$ cat src/rtl/div_pkg.sv
// ============================================================================
// Package     : div_pkg
// Description : Shared types and constants for the shift_sub_divider block.
//               The sub-phase type is only used when SHIFT_SUB_COMBINED_EN
//               is undefined (separate SHIFT and SUB cycles).
// Revision    : 1.0 - initial release
// ============================================================================
`default_nettype none

package div_pkg;

  // Default operand/result width in bits
  localparam int DIV_WIDTH_DEFAULT = 8;

  // Top-level sequencing states
  typedef enum logic [1:0] {
    ST_IDLE = 2'd0,
    ST_CALC = 2'd1,
    ST_DONE = 2'd2
  } div_state_e;

  // Sub-phase within CALC when shift and trial subtract are split
  typedef enum logic {
    PH_SHIFT = 1'b0,
    PH_SUB   = 1'b1
  } div_phase_e;

endpackage : div_pkg

`default_nettype wire

$ cat src/rtl/div_regs.sv
// ============================================================================
// Module      : div_regs
// Description : Datapath registers of the restoring divider: partial
//               remainder A (WIDTH+1), dividend/quotient shifter Q and the
//               latched divisor D. Exposes the trial-compare flag and the
//               next-state quotient/remainder so results can be captured on
//               the same edge as the final iteration.
// Revision    : 1.0 - initial release
// ============================================================================
`default_nettype none

module div_regs #(
  parameter int WIDTH    = 8,
  parameter bit COMBINED = 1'b0
) (
  input  logic             clk,
  input  logic             n_reset,
  input  logic             load_i,
  input  logic             shift_i,
  input  logic             sub_i,
  input  logic             shsub_i,
  input  logic [WIDTH-1:0] dividend_i,
  input  logic [WIDTH-1:0] divisor_i,
  output logic             ge_o,
  output logic [WIDTH-1:0] q_next_o,
  output logic [WIDTH-1:0] rem_next_o
);

  logic [WIDTH:0]   a_q, a_d;
  logic [WIDTH-1:0] q_q, q_d;
  logic [WIDTH-1:0] d_q, d_d;
  logic [WIDTH:0]   a_shift;
  logic [WIDTH:0]   d_ext;
  logic             ge_comb;
  logic             ge_sub;

  assign d_ext   = {1'b0, d_q};
  assign a_shift = {a_q[WIDTH-1:0], q_q[WIDTH-1]};

  // Combined mode compares the freshly shifted A; split mode compares A,
  // which already holds the shifted value from the preceding SHIFT cycle.
  assign ge_comb = (a_shift >= d_ext);
  assign ge_sub  = (a_q >= d_ext);
  assign ge_o    = COMBINED ? ge_comb : ge_sub;

  // Next-state selection for A/Q/D from the control strobes
  always_comb begin
    a_d = a_q;
    q_d = q_q;
    d_d = d_q;
    if (load_i) begin
      a_d = '0;
      q_d = dividend_i;
      d_d = divisor_i;
    end else if (shsub_i) begin
      a_d = a_shift - d_ext;
      q_d = {q_q[WIDTH-2:0], 1'b1};
    end else if (shift_i) begin
      a_d = a_shift;
      q_d = {q_q[WIDTH-2:0], 1'b0};
    end else if (sub_i) begin
      a_d = a_q - d_ext;
      q_d = {q_q[WIDTH-1:1], 1'b1};
    end
  end

  // Datapath register bank
  always_ff @(posedge clk or negedge n_reset) begin
    if (!n_reset) begin
      a_q <= '0;
      q_q <= '0;
      d_q <= '0;
    end else begin
      a_q <= a_d;
      q_q <= q_d;
      d_q <= d_d;
    end
  end

  assign q_next_o   = q_d;
  assign rem_next_o = a_d[WIDTH-1:0];

endmodule : div_regs

`default_nettype wire

$ cat src/rtl/shift_sub_divider.sv
// ============================================================================
// Module      : shift_sub_divider
// Description : Sequential restoring (shift-and-subtract) unsigned divider
//               with start/busy/done handshake. Holds the FSM, iteration
//               counter and result registers; A/Q/D live in div_regs.
//               Build option SHIFT_SUB_COMBINED_EN: when defined, each CALC
//               cycle shifts and trial-subtracts (WIDTH busy cycles); when
//               undefined, SHIFT and SUB cycles alternate (2*WIDTH cycles).
// Revision    : 1.0 - initial release
// ============================================================================
`default_nettype none

module shift_sub_divider
  import div_pkg::*;
#(
  parameter int WIDTH = DIV_WIDTH_DEFAULT
) (
  input  logic             clk,
  input  logic             n_reset,
  input  logic             start,
  input  logic [WIDTH-1:0] dividend,
  input  logic [WIDTH-1:0] divisor,
  output logic             busy,
  output logic             done,
  output logic             div_zero,
  output logic [WIDTH-1:0] quotient,
  output logic [WIDTH-1:0] remainder
);

  localparam int                CNT_W    = $clog2(WIDTH) + 1;
  localparam logic [CNT_W-1:0]  CNT_LAST = CNT_W'(WIDTH - 1);
`ifdef SHIFT_SUB_COMBINED_EN
  localparam bit                COMBINED = 1'b1;
`else
  localparam bit                COMBINED = 1'b0;
`endif

  div_state_e       state_q, state_d;
  logic [CNT_W-1:0] cnt_q, cnt_d;
`ifndef SHIFT_SUB_COMBINED_EN
  div_phase_e       phase_q, phase_d;
`endif

  logic             last_iter;
  logic             div_by_zero;
  logic             ctl_load, ctl_shift, ctl_sub, ctl_shsub;
  logic             ge;
  logic [WIDTH-1:0] q_next;
  logic [WIDTH-1:0] rem_next;
  logic [WIDTH-1:0] quotient_q;
  logic [WIDTH-1:0] remainder_q;
  logic             div_zero_q;

  assign div_by_zero = (divisor == '0);

  // State, counter and sub-phase registers
  always_ff @(posedge clk or negedge n_reset) begin
    if (!n_reset) begin
      state_q <= ST_IDLE;
      cnt_q   <= '0;
`ifndef SHIFT_SUB_COMBINED_EN
      phase_q <= PH_SHIFT;
`endif
    end else begin
      state_q <= state_d;
      cnt_q   <= cnt_d;
`ifndef SHIFT_SUB_COMBINED_EN
      phase_q <= phase_d;
`endif
    end
  end

  // Next-state, counter advance and final-iteration detection
  always_comb begin
    state_d   = state_q;
    cnt_d     = cnt_q;
    last_iter = 1'b0;
`ifndef SHIFT_SUB_COMBINED_EN
    phase_d   = phase_q;
`endif
    case (state_q)
      ST_IDLE: begin
        if (start) begin
          if (div_by_zero) begin
            state_d = ST_DONE;
          end else begin
            state_d = ST_CALC;
            cnt_d   = '0;
`ifndef SHIFT_SUB_COMBINED_EN
            phase_d = PH_SHIFT;
`endif
          end
        end
      end
      ST_CALC: begin
`ifdef SHIFT_SUB_COMBINED_EN
        cnt_d = cnt_q + CNT_W'(1);
        if (cnt_q == CNT_LAST) begin
          last_iter = 1'b1;
          state_d   = ST_DONE;
        end
`else
        if (phase_q == PH_SHIFT) begin
          phase_d = PH_SUB;
        end else begin
          phase_d = PH_SHIFT;
          cnt_d   = cnt_q + CNT_W'(1);
          if (cnt_q == CNT_LAST) begin
            last_iter = 1'b1;
            state_d   = ST_DONE;
          end
        end
`endif
      end
      ST_DONE: state_d = ST_IDLE;
      default: state_d = ST_IDLE;
    endcase
  end

  // Handshake outputs and datapath control strobes decoded from state
  always_comb begin
    busy      = (state_q == ST_CALC);
    done      = (state_q == ST_DONE);
    ctl_load  = (state_q == ST_IDLE) && start && !div_by_zero;
`ifdef SHIFT_SUB_COMBINED_EN
    ctl_shsub = (state_q == ST_CALC) && ge;
    ctl_shift = (state_q == ST_CALC) && !ge;
    ctl_sub   = 1'b0;
`else
    ctl_shsub = 1'b0;
    ctl_shift = (state_q == ST_CALC) && (phase_q == PH_SHIFT);
    ctl_sub   = (state_q == ST_CALC) && (phase_q == PH_SUB) && ge;
`endif
  end

  div_regs #(
    .WIDTH    (WIDTH),
    .COMBINED (COMBINED)
  ) u_regs (
    .clk        (clk),
    .n_reset    (n_reset),
    .load_i     (ctl_load),
    .shift_i    (ctl_shift),
    .sub_i      (ctl_sub),
    .shsub_i    (ctl_shsub),
    .dividend_i (dividend),
    .divisor_i  (divisor),
    .ge_o       (ge),
    .q_next_o   (q_next),
    .rem_next_o (rem_next)
  );

  // Result registers: captured on the edge that enters DONE, held otherwise
  always_ff @(posedge clk or negedge n_reset) begin
    if (!n_reset) begin
      quotient_q  <= '0;
      remainder_q <= '0;
      div_zero_q  <= 1'b0;
    end else if ((state_q == ST_IDLE) && start && div_by_zero) begin
      quotient_q  <= '1;
      remainder_q <= dividend;
      div_zero_q  <= 1'b1;
    end else if (last_iter) begin
      quotient_q  <= q_next;
      remainder_q <= rem_next;
      div_zero_q  <= 1'b0;
    end
  end

  assign quotient  = quotient_q;
  assign remainder = remainder_q;
  assign div_zero  = div_zero_q;

endmodule : shift_sub_divider

`default_nettype wire

$ cat config.mk
export PLATFORM = sky130hd
export DESIGN_NAME = shift_sub_divider
export DESIGN_NICKNAME = d
export VERILOG_FILES = /design/src/rtl/div_pkg.sv /design/src/rtl/div_regs.sv /design/src/rtl/shift_sub_divider.sv
export SDC_FILE = /design/constraint.sdc
export NUM_CORES = 1
export LEC_CHECK = 0
export ABC_AREA = 1
export CAP_MARGIN = 20
export CORE_ASPECT_RATIO = 0.7
export CORE_MARGIN = 3
export CORE_UTILIZATION = 55
export CTS_CLUSTER_SIZE = 14
export DETAILED_ROUTE_END_ITERATION = 16
export PLACE_DENSITY = 0.76
export SETUP_SLACK_MARGIN = 0.05
export SKIP_LAST_GASP = 1
export SLEW_MARGIN = 20
export SYNTH_ARGS = -nofsm -noshare
export SYNTH_HDL_FRONTEND = slang
export SYNTH_SLANG_ARGS = --single-unit
$ cat constraint.sdc
create_clock -name clk -period 2 [get_ports clk]
set_input_delay 0.4 -clock clk [delete_from_list [all_inputs] [get_ports clk]]
set_output_delay 0.4 -clock clk [all_outputs]
set_load 0.03 [all_outputs]
==> metrics.cfg <==
[status]
outcome=completed

[place]
post-dp-hpwl_um=5171
placedCellCount=494
gp_congestion=0.9163
port_buffers=37

[timing]
report.final.slew_viol_count=0
holdWs_ns=0.4668
finalSetupViolations=0
finalCriticalPeriod_ns=1.863
relSlewSlack_pct=77.22
rsz0062_at_grt=true
fin_skew_ns=0.009022
timing.fmax_ghz=0.5368
fin_crit_sh_pct=93.14
worst_pin_slew_ns=0.3382
finalSetupTns_ns=0
hold_viol=0

[synthesis]
synthesis.nets=411
synth_fa_ha_area_share_pct=4.705
syn-mean-instance-area_sq_um=7.379
yosysWarnings=0
ys_seq_area_share_pct=43.50
synth_top_family_by_area=simple AND/OR/NAND/NOR gates
synth.mux.area_fraction_pct=0.3551
synth_compound_area_share_pct=10.92
synth_xor_area_share_pct=0.9321
ys_seq_elements=49
syn_inst=382
synth_cell_type_count=31
syn_area_sq_um=2819
synthSimpleGateAreaFrac_pct=28.72

[power_and_ir_drop]
combPwrFrac_pct=64.5
finalPower_mw=6.731
seq_power_share_pct=26.9
power.switching_mw=3.242
p_leak_nw=1.851
p_int_mw=3.489
pwr-share-clk_pct=8.6
irDropWorstVdd_uv=835.7
swShare_pct=48.16
power_density_nw_per_um2=1876

[floorplan]
dieHeight_um=65.90
start_util_pct=57.99
die_x_um=91.57
fp-row-count=21
fp.coreArea_sq_um=4861
die_area_sq_um=6034
io_pins=38

[routing]
top_layer=met4
wl_met3_um=413
routed_via_density=5.104
wl_met2_um=3054
drtIter0Drc=171
final_antenna_net_count=0
dr.pass1.iters=5
num_vias=2593
wl_um=7028
remaining_drc_errors=0
post_drt_wl_per_cell_um=13.83
met1_length_um=3447

[layout]
fin_nets=467
area_growth_pct=27.25
nFillCells=377
final_cell_mix=nand2_1, inv_1, dfrtp_1, nand3_1, clkdlybuf4s50_1
final_layout_size_suffix_gt1_share_pct=13.44
fin_cells=508
diodes=0
final_common_cell=nand2_1

[worst_setup_path]
slowest_delay_ns=0.45
setup.worst_path.class=reg -> reg
cp-end-kind=flip-flop
critPathBufInv=1
worstPathCellList=ha_4 > nand2_1 > nor2_1 > nand2_1 > nand3_2 > nand2_1 > nand2_2 > buf_6 > nand3_1 > nand3_1 > nand3_1 > nand2_1
path_max_fanout=7
crit_slowest_cell=dfrtp_2
cp-start-kind=flip-flop
critPathRequiredTime_ns=2.24
worstPathArrival_ns=2.11
cpLargestDelayFamily=simple AND/OR/NAND/NOR gates
worst_path_most_repeated_cell=nand2_1

[clock_network]
clkSlewWorstSetupHoldPaths_ns=0.09
clockRootBuffer=clkbuf_8
cts_tree=done
htreeDepth=2
clk_path_buf_depth=2
clk_latency_ns=0.30
cts_made_buffers=5
clock_sinks=49

[job]
maxCapViolCount=0

[global_route]
grt_usage_pct=24.21
grt-ovfl-total=0
antenna_found_initial=0
grt_pass1_vias=2334
grt_pass1_wl_um=11280
grt_max_degree=24

[hold_path]
hp-class=in -> async

power groups by stage:
stage	Combinational, mW	Sequential (mW)	Clock, mW
2_1_floorplan	2.50	2.00	0
5_1_grt	4.89	1.86	0.619
4_1_cts	3.91	1.77	0.581
3_5_place_dp	3.82	1.78	0
6_report	4.34	1.81	0.577
3_3_place_gp	3.75	1.77	0
metal layers:
| metal | up-vias | global-route usage, % |
|---|---|---|
| met5 | - | 0 |
| met4 | 0 | 6.203 |
| met3 | 14 | 3.754 |
| li1 | 1314 | - |
| met1 | 1185 | 37.13 |
| met2 | 80 | 35.58 |
registers in the layout, indices dropped and copies added (netlist names):
| signal | count |
|---|---|
| phase_q | 1 |
| u_regs.d_q | 8 |
| div_zero | 1 |
| state_q | 2 |
| u_regs.q_q | 8 |
| remainder | 8 |
| quotient | 8 |
| cnt_q | 4 |
| u_regs.a_q | 9 |
through the flow:
step / util (%) / cell area [sq um] / setup WS (ns)
after global routing: 73.80 / 3587 / -0.02742
after CTS: 71.17 / 3460 / 0.06519
after floorplan: - / 2819 / 0.2606
after detailed placement: 68.67 / 3338 / 0.001721
after global placement: 68.67 / 3338 / 0.05174
final: 73.80 / 3587 / 0.1372
synthesized netlist by cell type:
master / number / area [sq um]
a21oi_1: 16 / 80.08
a21oi_4: 1 / 16.27
a31oi_1: 2 / 12.51
and2_1: 1 / 6.260
buf_1: 1 / 3.750
buf_2: 3 / 15.01
clkbuf_1: 3 / 11.26
dfrtp_1: 49 / 1226
fa_1: 1 / 20.02
ha_1: 9 / 112.6
inv_1: 68 / 255.2
inv_2: 4 / 15.01
inv_4: 1 / 6.260
mux2i_1: 1 / 10.01
nand2_1: 97 / 364.1
nand2_2: 3 / 18.77
nand3_1: 38 / 190.2
nand3b_1: 2 / 15.01
nand4_1: 4 / 25.02
nor2_1: 32 / 120.1
nor2_4: 2 / 22.52
nor2_8: 1 / 20.02
nor3_1: 1 / 5.000
nor3_4: 1 / 16.27
o211ai_1: 3 / 22.52
o21a_1: 1 / 7.510
o21ai_0: 32 / 160.2
o21ai_2: 1 / 8.760
or2_2: 1 / 6.260
xnor2_1: 1 / 8.760
xor2_1: 2 / 17.52
cells by family after synthesis:
group / after synthesis
AOI/OAI and AO/OA: 56
xor gates and xnor gates: 3
muxes: 1
and+or+nand+nor: 183
DFF: 49
adders and majority gates: 10
buffers and inverters: 80
path summary, 6_finish.rpt:
kind                          startpoint             to  slack (ns)  cells past startpoint
setup / recovery           u_regs.a_q[2]   remainder[2]        0.14                     12
hold / removal                   n_reset  u_regs.q_q[6]        0.47                      2
setup reg to reg           u_regs.a_q[2]   remainder[2]        0.14                     12
hold reg to reg            u_regs.d_q[2]  u_regs.d_q[2]        0.50                      2
max in group asynchronous        n_reset  u_regs.a_q[6]        0.98                      3
min in group clk           u_regs.d_q[2]  u_regs.d_q[2]        0.50                      2
repair_timing:
action                                 CTS  global route
pin swaps                                0             6
hold buffers                             1             0
setup endpoints to repair                3            18
endpoints found under the hold margin    8             0
resized for setup                        5            19
cloned                                   0             0
buffers inserted                         0             5
area by class of cell:
class | count | area, sq um | share of cell area, %
inverter | 73 | 276.5 | 7.708
multi-input combinational | 253 | 1400 | 39.03
sequential | 49 | 1229 | 34.25
clock buffer | 7 | 76.32 | 2.128
tap | 69 | 86.33 | 2.407
clock inverter | 1 | 7.507 | 0.2093
timing repair buffer | 56 | 511.7 | 14.27
No activity file was read; power rests on OpenSTA's default activity.
